===== src/rtl/ifft_frame_scheduler.sv =====
// Round-robin frame scheduler feeding one shared IFFT core from two channels.
// Tags each frame on entry so the emerging output frame can be attributed.
module ifft_frame_scheduler #(
    parameter int FFT_LEN   = 1024,
    parameter int CNT_W     = 10,
    parameter int DW        = 8,
    parameter int TAG_DEPTH = 4
) (
    input  logic             clk,
    input  logic             reset_n,
    input  logic             req_a,
    input  logic             req_b,
    input  logic [DW-1:0]    a_real,
    input  logic [DW-1:0]    a_imag,
    input  logic [DW-1:0]    b_real,
    input  logic [DW-1:0]    b_imag,
    output logic             rd_a,
    output logic             rd_b,
    input  logic             core_ready,
    output logic             sink_valid,
    output logic             sink_sop,
    output logic             sink_eop,
    output logic [DW-1:0]    sink_real,
    output logic [DW-1:0]    sink_imag,
    input  logic             src_valid,
    input  logic             src_sop,
    input  logic             src_eop,
    input  logic [1:0]       src_error,
    output logic             out_chan,
    output logic             out_valid,
    output logic [CNT_W-1:0] fft_in_cnt,
    output logic [CNT_W-1:0] fft_out_cnt,
    output logic             busy,
    output logic             err
);

    localparam int TAG_W = $clog2(TAG_DEPTH);
    localparam logic [CNT_W-1:0] LAST = CNT_W'(FFT_LEN - 1);
    localparam logic [TAG_W:0] TAG_FULL = (TAG_W + 1)'(TAG_DEPTH);

    typedef enum logic [1:0] {IDLE, GRANT, STREAM, GAP} state_t;

    state_t state, state_nxt;

    logic grant, pick, sel, rr, rd;
    logic push, pop, tag_full, tag_empty;
    logic sop_seen, err_now;
    logic [TAG_W-1:0] wr_ptr, rd_ptr;
    logic [TAG_W:0] tag_cnt;
    logic [TAG_DEPTH-1:0] tags;

    assign tag_full  = (tag_cnt == TAG_FULL);
    assign tag_empty = (tag_cnt == '0);

    always_comb begin
        state_nxt = state;
        grant     = 1'b0;
        pick      = rr;
        unique case (state)
            IDLE: begin
                if ((req_a | req_b) && !tag_full) begin
                    grant     = 1'b1;
                    pick      = (req_a && req_b) ? rr : req_b;
                    state_nxt = GRANT;
                end
            end
            GRANT:  state_nxt = STREAM;
            STREAM: if (rd && fft_in_cnt == LAST) state_nxt = GAP;
            GAP:    state_nxt = IDLE;
            default: state_nxt = IDLE;
        endcase
    end

    assign rd   = (state == STREAM) && core_ready;
    assign rd_a = rd && !sel;
    assign rd_b = rd && sel;
    assign busy = (state != IDLE);

    always_ff @(posedge clk) begin
        if (!reset_n) begin
            state      <= IDLE;
            sel        <= 1'b0;
            rr         <= 1'b0;
            fft_in_cnt <= '0;
            sink_valid <= 1'b0;
            sink_sop   <= 1'b0;
            sink_eop   <= 1'b0;
            sink_real  <= '0;
            sink_imag  <= '0;
        end else begin
            state      <= state_nxt;
            sink_valid <= rd;
            sink_sop   <= rd && (fft_in_cnt == '0);
            sink_eop   <= rd && (fft_in_cnt == LAST);
            if (grant) begin
                sel <= pick;
                rr  <= ~pick;
            end
            if (state == GRANT) fft_in_cnt <= '0;
            else if (rd) fft_in_cnt <= fft_in_cnt + 1'b1;
            if (rd) begin
                sink_real <= sel ? b_real : a_real;
                sink_imag <= sel ? b_imag : a_imag;
            end
        end
    end

    // Tag FIFO: one entry per frame granted but not yet out of the core
    assign push = grant;
    assign pop  = src_valid && src_eop && !tag_empty;

    assign out_valid = src_valid && !tag_empty;
    assign out_chan  = !tag_empty && tags[rd_ptr];

    always_ff @(posedge clk) begin
        if (!reset_n) begin
            tags    <= '0;
            wr_ptr  <= '0;
            rd_ptr  <= '0;
            tag_cnt <= '0;
        end else begin
            if (push) begin
                tags[wr_ptr] <= pick;
                wr_ptr       <= wr_ptr + 1'b1;
            end
            if (pop) rd_ptr <= rd_ptr + 1'b1;
            unique case ({push, pop})
                2'b10:   tag_cnt <= tag_cnt + 1'b1;
                2'b01:   tag_cnt <= tag_cnt - 1'b1;
                default: tag_cnt <= tag_cnt;
            endcase
        end
    end

    // A misplaced sop is only meaningful once a first frame has framed the count
    assign err_now = src_valid && ((src_error != 2'b00) || tag_empty ||
                     (src_sop && sop_seen && fft_out_cnt != LAST));

    always_ff @(posedge clk) begin
        if (!reset_n) begin
            fft_out_cnt <= '0;
            sop_seen    <= 1'b0;
            err         <= 1'b0;
        end else begin
            if (src_valid) begin
                fft_out_cnt <= src_sop ? '0 : fft_out_cnt + 1'b1;
                if (src_sop) sop_seen <= 1'b1;
            end
            if (err_now) err <= 1'b1;
        end
    end

endmodule


===== config.mk =====
export PLATFORM = sky130hd
export DESIGN_NAME = ifft_frame_scheduler
export DESIGN_NICKNAME = d
export VERILOG_FILES = /design/src/rtl/ifft_frame_scheduler.sv
export SDC_FILE = /design/constraint.sdc
export NUM_CORES = 1
export LEC_CHECK = 0
export ABC_AREA = 1
export CORE_ASPECT_RATIO = 0.7
export CORE_MARGIN = 5
export CORE_UTILIZATION = 41
export CTS_BUF_LIST = sky130_fd_sc_hd__clkbuf_16
export CTS_CLUSTER_DIAMETER = 120
export DETAILED_ROUTE_END_ITERATION = 6
export PLACE_DENSITY = 0.76
export SETUP_SLACK_MARGIN = 0.05
export SYNTH_ARGS = -nofsm -noshare
export SYNTH_HDL_FRONTEND = slang
export SYNTH_SLANG_ARGS = --single-unit

===== constraint.sdc =====
create_clock -name clk -period 1.8 [get_ports clk]
set_input_delay 0.18 -clock clk [delete_from_list [all_inputs] [get_ports clk]]
set_output_delay 0.18 -clock clk [all_outputs]
set_load 0.005 [all_outputs]

==> results.txt, run 1 <==
Leak = 0.001518 uW
final core occ = 62.34%
Crit Path Max Fanout = 2
drt pass-1 iters = 4
# rows = 24
Slew Limit Headroom = 78.02%
clk sinks = 56
Final period util = 94.27%
vias = 2638
Worst path max stage delay = 520 ps
Die H = 77.03 um
count of final setup violators = 0
slowest cell on the critical path = fa_2
f_max = 589.3 MHz
most instantiated library cell after synthesis = nand2_1
top-area cell type share of the netlist area = 42.61%
nature of the critical path startpoint = input port
CP required = 1970 ps
Total GRT Usage = 16.80%
global-route wire length before repair = 11590 um
CTS tree = yes
drt wl/cell = 12.49 um
clock root buffer = clkbuf_16
I/O Buffers = 86
Max Transition Viols Final = 0
GPL Wtd Cong = 0.7870
Hold Buf Count CTS = 0
worst flop-to-flop path startpoint = state[0]
Post-synth EDFFs = 0
post-layout min period = 1697 ps
DR vias/cell = 4.849
worst vdd ir = 0.5823 mV
Synth Warn # = 0
sw frac = 32.90%
R2R Setup Slk = 110 ps
CTS Buf Count = 5
Post-Syn Area = 2631 um2
DRC = 0
dominant synthesized flop cell = dfxtp_1
Post-synth top cells = nand2_1 (89), dfxtp_1 (56), inv_1 (47), nor2_1 (43), a21oi_1 (26)
cell taking the most area after synthesis = dfxtp_1
Overflow after GRT = 0
Layout area overhead = 47.98%
vias in the first global route = 2500
Crit Path Class = in2reg
Logic pwr share = 37.8%
drt total wl = 6792 um
Worst Setup End Kind = flip-flop
initial antenna violation count = 0
Hold Vio Cnt, Final = 0
die width = 105.8 um
Clk Latency, worst-skew pair = 280 ps
critical path's top delay family = adder cells
Setup Skew = 3.976 ps
clock power share = 23.1%
setup TNS = 0 ps
Longest Clk Path Bufs = 2
Hold EP = tags[1]
unrepaired setup endpoints after global routing = yes
largest net degree at the start of global routing = 23
top post-synthesis cells by area = dfxtp_1 (43%), nand2_1 (13%), inv_1 (6.7%)
internal power = 2680 uW
Sw Pwr = 1314 uW
Worst-path clk slew = 70 ps
synthesized flop and latch total = 56
Arr. time, crit path = 1870 ps
min-delay worst type = in2reg
Fin Hold WS = 389.4 ps
Distinct cells, synth = 29
R2R cell count = 9
final worst setup slack = 103.1 ps
share of cells above drive strength 1 = 11.59%
H-Tree Depth = 2
max-cap violations = 0
Reg power frac = 39.1%
core box area = 6246 um2
crit-path cells = clkdlybuf4s50_1 -> or2_4 -> nand3_4 -> ha_4 -> inv_2 -> fa_2 -> nor2_1 -> a21oi_1 -> nor2_1
syn_nets = 418
Async S/R FF share, synth = 0%
register area share after synthesis = 42.61%
most frequent CP cell = nor2_1
reg2reg end = tag_cnt[1]
DR iter-0 viols = 142
Antenna Cells = 0
Fillers = 561
Worst Max-Slew Pin Slew = 329.4 ps
Setup WS pre-CTS = -272.7 ps
Final #Nets = 519
synthesized instance count = 364
syn_area_per_cell = 7.229 um2
cell count of the worst hold path = 5
Buffers & Inverters on Critical Path = 2
detailed placer's ending HPWL = 5174 um
worst hold start = req_b
DRT antenna net count = 0
I/O pin total = 87
status = finished clean
starting density of the core = 42.13%
die area = 8145 um2
pwr dens = 1026 nW/um2
-- logic make-up after synthesis --
| family | after synthesis | share of synthesized area, % |
|---|---|---|
| flip-flops | 56 | 42.61 |
| AO/OA/AOI/OAI | 66 | 13.65 |
| AND/OR/NAND/NOR | 173 | 28.67 |
| XOR/XNOR | 1 | 0.3329 |
| adder cells (fa/ha/maj) | 12 | 5.991 |
| buffers and inverters | 56 | 8.749 |
-- routing by layer --
layer | wire length [um] | vias up | global-route usage (%)
met2 | 3064 | 74 | 28.12
met1 | 3255 | 1179 | 22.53
met3 | 431 | 4 | 4.362
met4 | 41 | 0 | 1.940
li1 | - | 1381 | -
met5 | 0 | - | 0
-- cell usage in the layout, fill, tap and decap left out, types with 2 or more instances in the layout --
cell             count
a21oi_1             25
a31oi_1             16
buf_4               17
clkbuf_16            5
clkdlybuf4s50_1     82
dfxtp_1             51
dfxtp_2              3
dfxtp_4              2
dlygate4sd2_1        2
dlymetal6s2s_1       2
ha_1                 8
ha_4                 3
inv_1               43
inv_2                4
nand2_1             89
nand3_1             14
nand3_4              2
nand4_1              3
nor2_1              42
nor2_2               3
nor2_4               4
nor3_1               9
nor3_2               2
o21ai_0             18
o21ai_1              3
-- what timing repair did --
action                     CTS  global route
pin swaps                    0             2
gates resized for setup      6            12
setup endpoints to repair    5             4
buffers inserted             0             4
-- tightest hold or removal path, cell delays in order --
cell and delay, ps:
dlymetal6s2s_1 100, nand2_1 60, inv_1 130, nor3_1 70
nor2_1 80
-- metrics by stage --
| step | power (uW) | cell area [um2] | cells |
|---|---|---|---|
| floorplan | 2411 | 2674 | 364 |
| global placement | 2904 | 3676 | 532 |
| detailed placement | 2962 | 3676 | 532 |
| CTS | 3922 | 3830 | 540 |
| global route | 4286 | 3894 | 544 |
| finish | 3994 | 3894 | 544 |
-- state kept, by name (all words and copies together), names as in the netlist, 2 cells and up --
signal,count
sink_real,8
tag_cnt,3
fft_out_cnt,10
fft_in_cnt,10
rd_ptr,2
tags,4
sink_imag,8
state,2
wr_ptr,2
-- power groups by stage --
stage | clock network (uW) | registers, uW | logic [uW]
3_3_place_gp | 0 | 1560 | 1340
5_1_grt | 1000 | 1590 | 1700
3_5_place_dp | 0 | 1570 | 1390
2_1_floorplan | 0 | 1550 | 861
6_report | 923 | 1560 | 1510
4_1_cts | 952 | 1550 | 1420
-- worst max path at each step --
stage,from,endpoint,slack [ps],cells after the start
final,req_a,tag_cnt[1],100,9
after global routing,state[0],tag_cnt[2],-3,10
after CTS,rd_ptr[1],out_chan,60,5
after detailed placement,req_b,tag_cnt[1],-270,9
after floorplan,state[1],tag_cnt[1],70,10
after global placement,req_b,tag_cnt[2],-220,10
-- area by class of cell --
type / instances / area [um2] / share of cell area [%]
inverter: 47 / 178.9 / 4.595
multi-input combinational: 252 / 1354 / 34.77
sequential: 56 / 1132 / 29.08
clock inverter: 3 / 15.01 / 0.3856
tap: 78 / 97.59 / 2.506
timing repair buffer: 103 / 991.0 / 25.45
clock buffer: 5 / 125.1 / 3.213
(Power assumes the default switching activity.)
==> run 2: changes to the inputs <==
ABC_CLOCK_PERIOD_IN_PS = 1800   (was not set)
==> results of run 2 <==
Final layout, timing and power as in run 1 (identical DEF).
==> run 3: changes to the inputs <==
==> constraint.sdc (replaced) <==
create_clock -name clk -period 1.8 [get_ports clk]
set_input_delay 0.36 -clock clk [delete_from_list [all_inputs] [get_ports clk]]
set_output_delay 0.36 -clock clk [all_outputs]
set_load 0.005 [all_outputs]
==> run 3 against run 2 <==
Against the previous run: combinational power barely moved; largest cell class unchanged; critical path type is now reg2out; clock power rose by 2.7%; first-iteration DRC count fell by 17%; clock-buffer cell count did not move; sequential power barely moved; flip-flop and latch count did not move; largest power group unchanged; wire length rose by 1.1%; register-to-register slack improved by 20 ps; total power rose by 1.4%; worst setup slack got worse by 10 ps; sequential share of layout area fell by 0.52 points; non-clock buffer count rose by 9.
==> results.txt, run 3 (same netlist as run 1, synthesis figures left out) <==
status = finished clean
Fin Hold WS = 456.5 ps (+67.04 ps)
unrepaired setup endpoints after global routing = yes
Buffers & Inverters on Critical Path = 2 (unchanged)
I/O Buffers = 86 (unchanged)
die width = 105.8 um (unchanged)
count of final setup violators = 0 (unchanged)
Hold Vio Cnt, Final = 0 (unchanged)
Longest Clk Path Bufs = 2 (unchanged)
largest net degree at the start of global routing = 23 (unchanged)
f_max = 585.9 MHz (-0.58%)
DR iter-0 viols = 118 (-17%)
fin cells = 553 (+1.7%)
max-cap violations = 0 (unchanged)
most frequent cells in the layout = nand2_1 (88), clkdlybuf4s50_1 (76), dfxtp_1 (51)
nature of the critical path startpoint = flip-flop
Worst path max stage delay = 340 ps (-180 ps)
Setup Skew = 9.421 ps (+5.445 ps)
Hold Buf Count CTS = 0 (unchanged)
Antenna Cells = 0 (unchanged)
final core occ = 63.34% (+1.0 points)
drt total wl = 6865 um (+1.1%)
worst flop-to-flop path startpoint = state[0]
internal power = 2705 uW (+0.91%)
R2R cell count = 10 (+1)
post-layout min period = 1707 ps (+9.966 ps)
I/O pin total = 87 (unchanged)
slowest cell on the critical path = dfxtp_2
Reg power frac = 38.6% (-0.5 points)
Final #Nets = 528 (+1.7%)
critical path's top delay family = buffers and inverters
global-route wire length before repair = 11410 um (-1.6%)
Leak = 0.001559 uW (+2.7%)
Logic pwr share = 37.9% (about the same)
reg2reg end = tag_cnt[2]
detailed placer's ending HPWL = 5121 um (-1.0%)
H-Tree Depth = 2 (unchanged)
GPL Wtd Cong = 0.7883 (+0.17%)
worst hold start = rr
core box area = 6246 um2 (unchanged)
clock power share = 23.4% (+0.3 points)
Overflow after GRT = 0 (unchanged)
worst vdd ir = 0.6153 mV (+5.7%)
Worst Max-Slew Pin Slew = 346.4 ps (+17.03 ps)
Slew Limit Headroom = 76.88% (-1.1 points)
initial antenna violation count = 0 (unchanged)
crit-path cells = nor3_4 -> buf_4 -> a21oi_1 -> dlygate4sd2_1
Clk Latency, worst-skew pair = 290 ps (about the same)
Crit Path Max Fanout = 3 (+1)
Die H = 77.03 um (unchanged)
R2R Setup Slk = 130 ps (+20 ps)
Worst-path clk slew = 60 ps (about the same)
die area = 8145 um2 (unchanged)
Hold EP = rr
cell count of the worst hold path = 2 (-3)
most common cell after layout, fill and taps aside = nand2_1
# rows = 24 (unchanged)
CP required = 1440 ps (-530 ps)
sw frac = 33.21% (+0.31 points)
clk sinks = 56 (unchanged)
CTS tree = yes
Worst Setup End Kind = output port
Largest regs = fft_in_cnt x10, fft_out_cnt x10
Total GRT Usage = 16.57% (-0.23 points)
drt pass-1 iters = 4 (unchanged)
clock root buffer = clkbuf_16
share of cells above drive strength 1 = 13.47% (+1.9 points)
placed cell count = 541 (+1.7%)
Sw Pwr = 1345 uW (+2.3%)
DRC = 0 (unchanged)
vias = 2659 (+0.80%)
Layout area overhead = 50.36%
min-delay worst type = reg2reg
vias in the first global route = 2451 (-2.0%)
starting density of the core = 42.13% (unchanged)
Arr. time, crit path = 1350 ps (-520 ps)
DR vias/cell = 4.808 (-0.84%)
Max Transition Viols Final = 0 (unchanged)
DRT antenna net count = 0 (unchanged)
pwr dens = 1023 nW/um2 (-0.23%)
Final period util = 94.83% (+0.55 points)
CTS Buf Count = 5 (unchanged)
Crit Path Class = reg2out
drt wl/cell = 12.41 um (-0.57%)
run 3: worst max-delay path by stage:
stage | startpoint | endpoint | slack [ps] | depth (start not counted)
6_report | tag_cnt[2] | out_chan | 90 | 4
5_1_grt | tag_cnt[2] | out_chan | 50 | 4
4_1_cts | tag_cnt[2] | out_chan | 20 | 4
3_5_place_dp | req_b | tag_cnt[2] | -370 | 10
3_3_place_gp | req_b | tag_cnt[1] | -330 | 9
2_1_floorplan | req_b | tag_cnt[1] | -7 | 9
run 3: power by group through the flow:
stage	sequential [uW]	combinational, uW	clock [uW]
2_1_floorplan	1540	836	0
4_1_cts	1540	1520	975
3_5_place_dp	1560	1450	0
3_3_place_gp	1550	1400	0
5_1_grt	1590	1720	1020
6_report	1560	1540	948
run 3: metrics by stage:
step | setup slack [ps] | total power, uW | setup TNS, ps | area [um2]
finish | 93.11 | 4049 | 0 | 3956
global route | 45.60 | 4324 | 0 | 3956
CTS | 19.44 | 4033 | 0 | 3945
detailed placement | -365.5 | 3002 | -1608 | 3731
global placement | -327.4 | 2950 | -1459 | 3731
floorplan | -6.931 | 2376 | -6.931 | 2661
run 3: cell type report:
type,count,area [um2]
inverter,47,178.9
tap,78,97.59
timing repair buffer,112,1047
fill,556,2290
sequential,56,1130
clock inverter,3,17.52
multi-input combinational,252,1360
clock buffer,5,125.1
run 3: tightest hold or removal path: stages (launching register included):
cell	delay [ps]
dfxtp_1	300
inv_1	60
a21oi_1	50
run 3: per-layer routing:
layer,part of all wire (%),vias up,GRT usage (%)
met1,48,1187,22.70
met4,0.77,0,4.010
li1,-,1395,-
met2,45,71,26.46
met5,0,-,0
met3,6.1,6,3.859
run 3: timing repair:
| item | 4_1_cts | 5_1_grt |
|---|---|---|
| resized for setup | 24 | 6 |
| setup endpoints to repair | 7 | 4 |
| pin swaps | 10 | 7 |
| setup buffers | 4 | 0 |
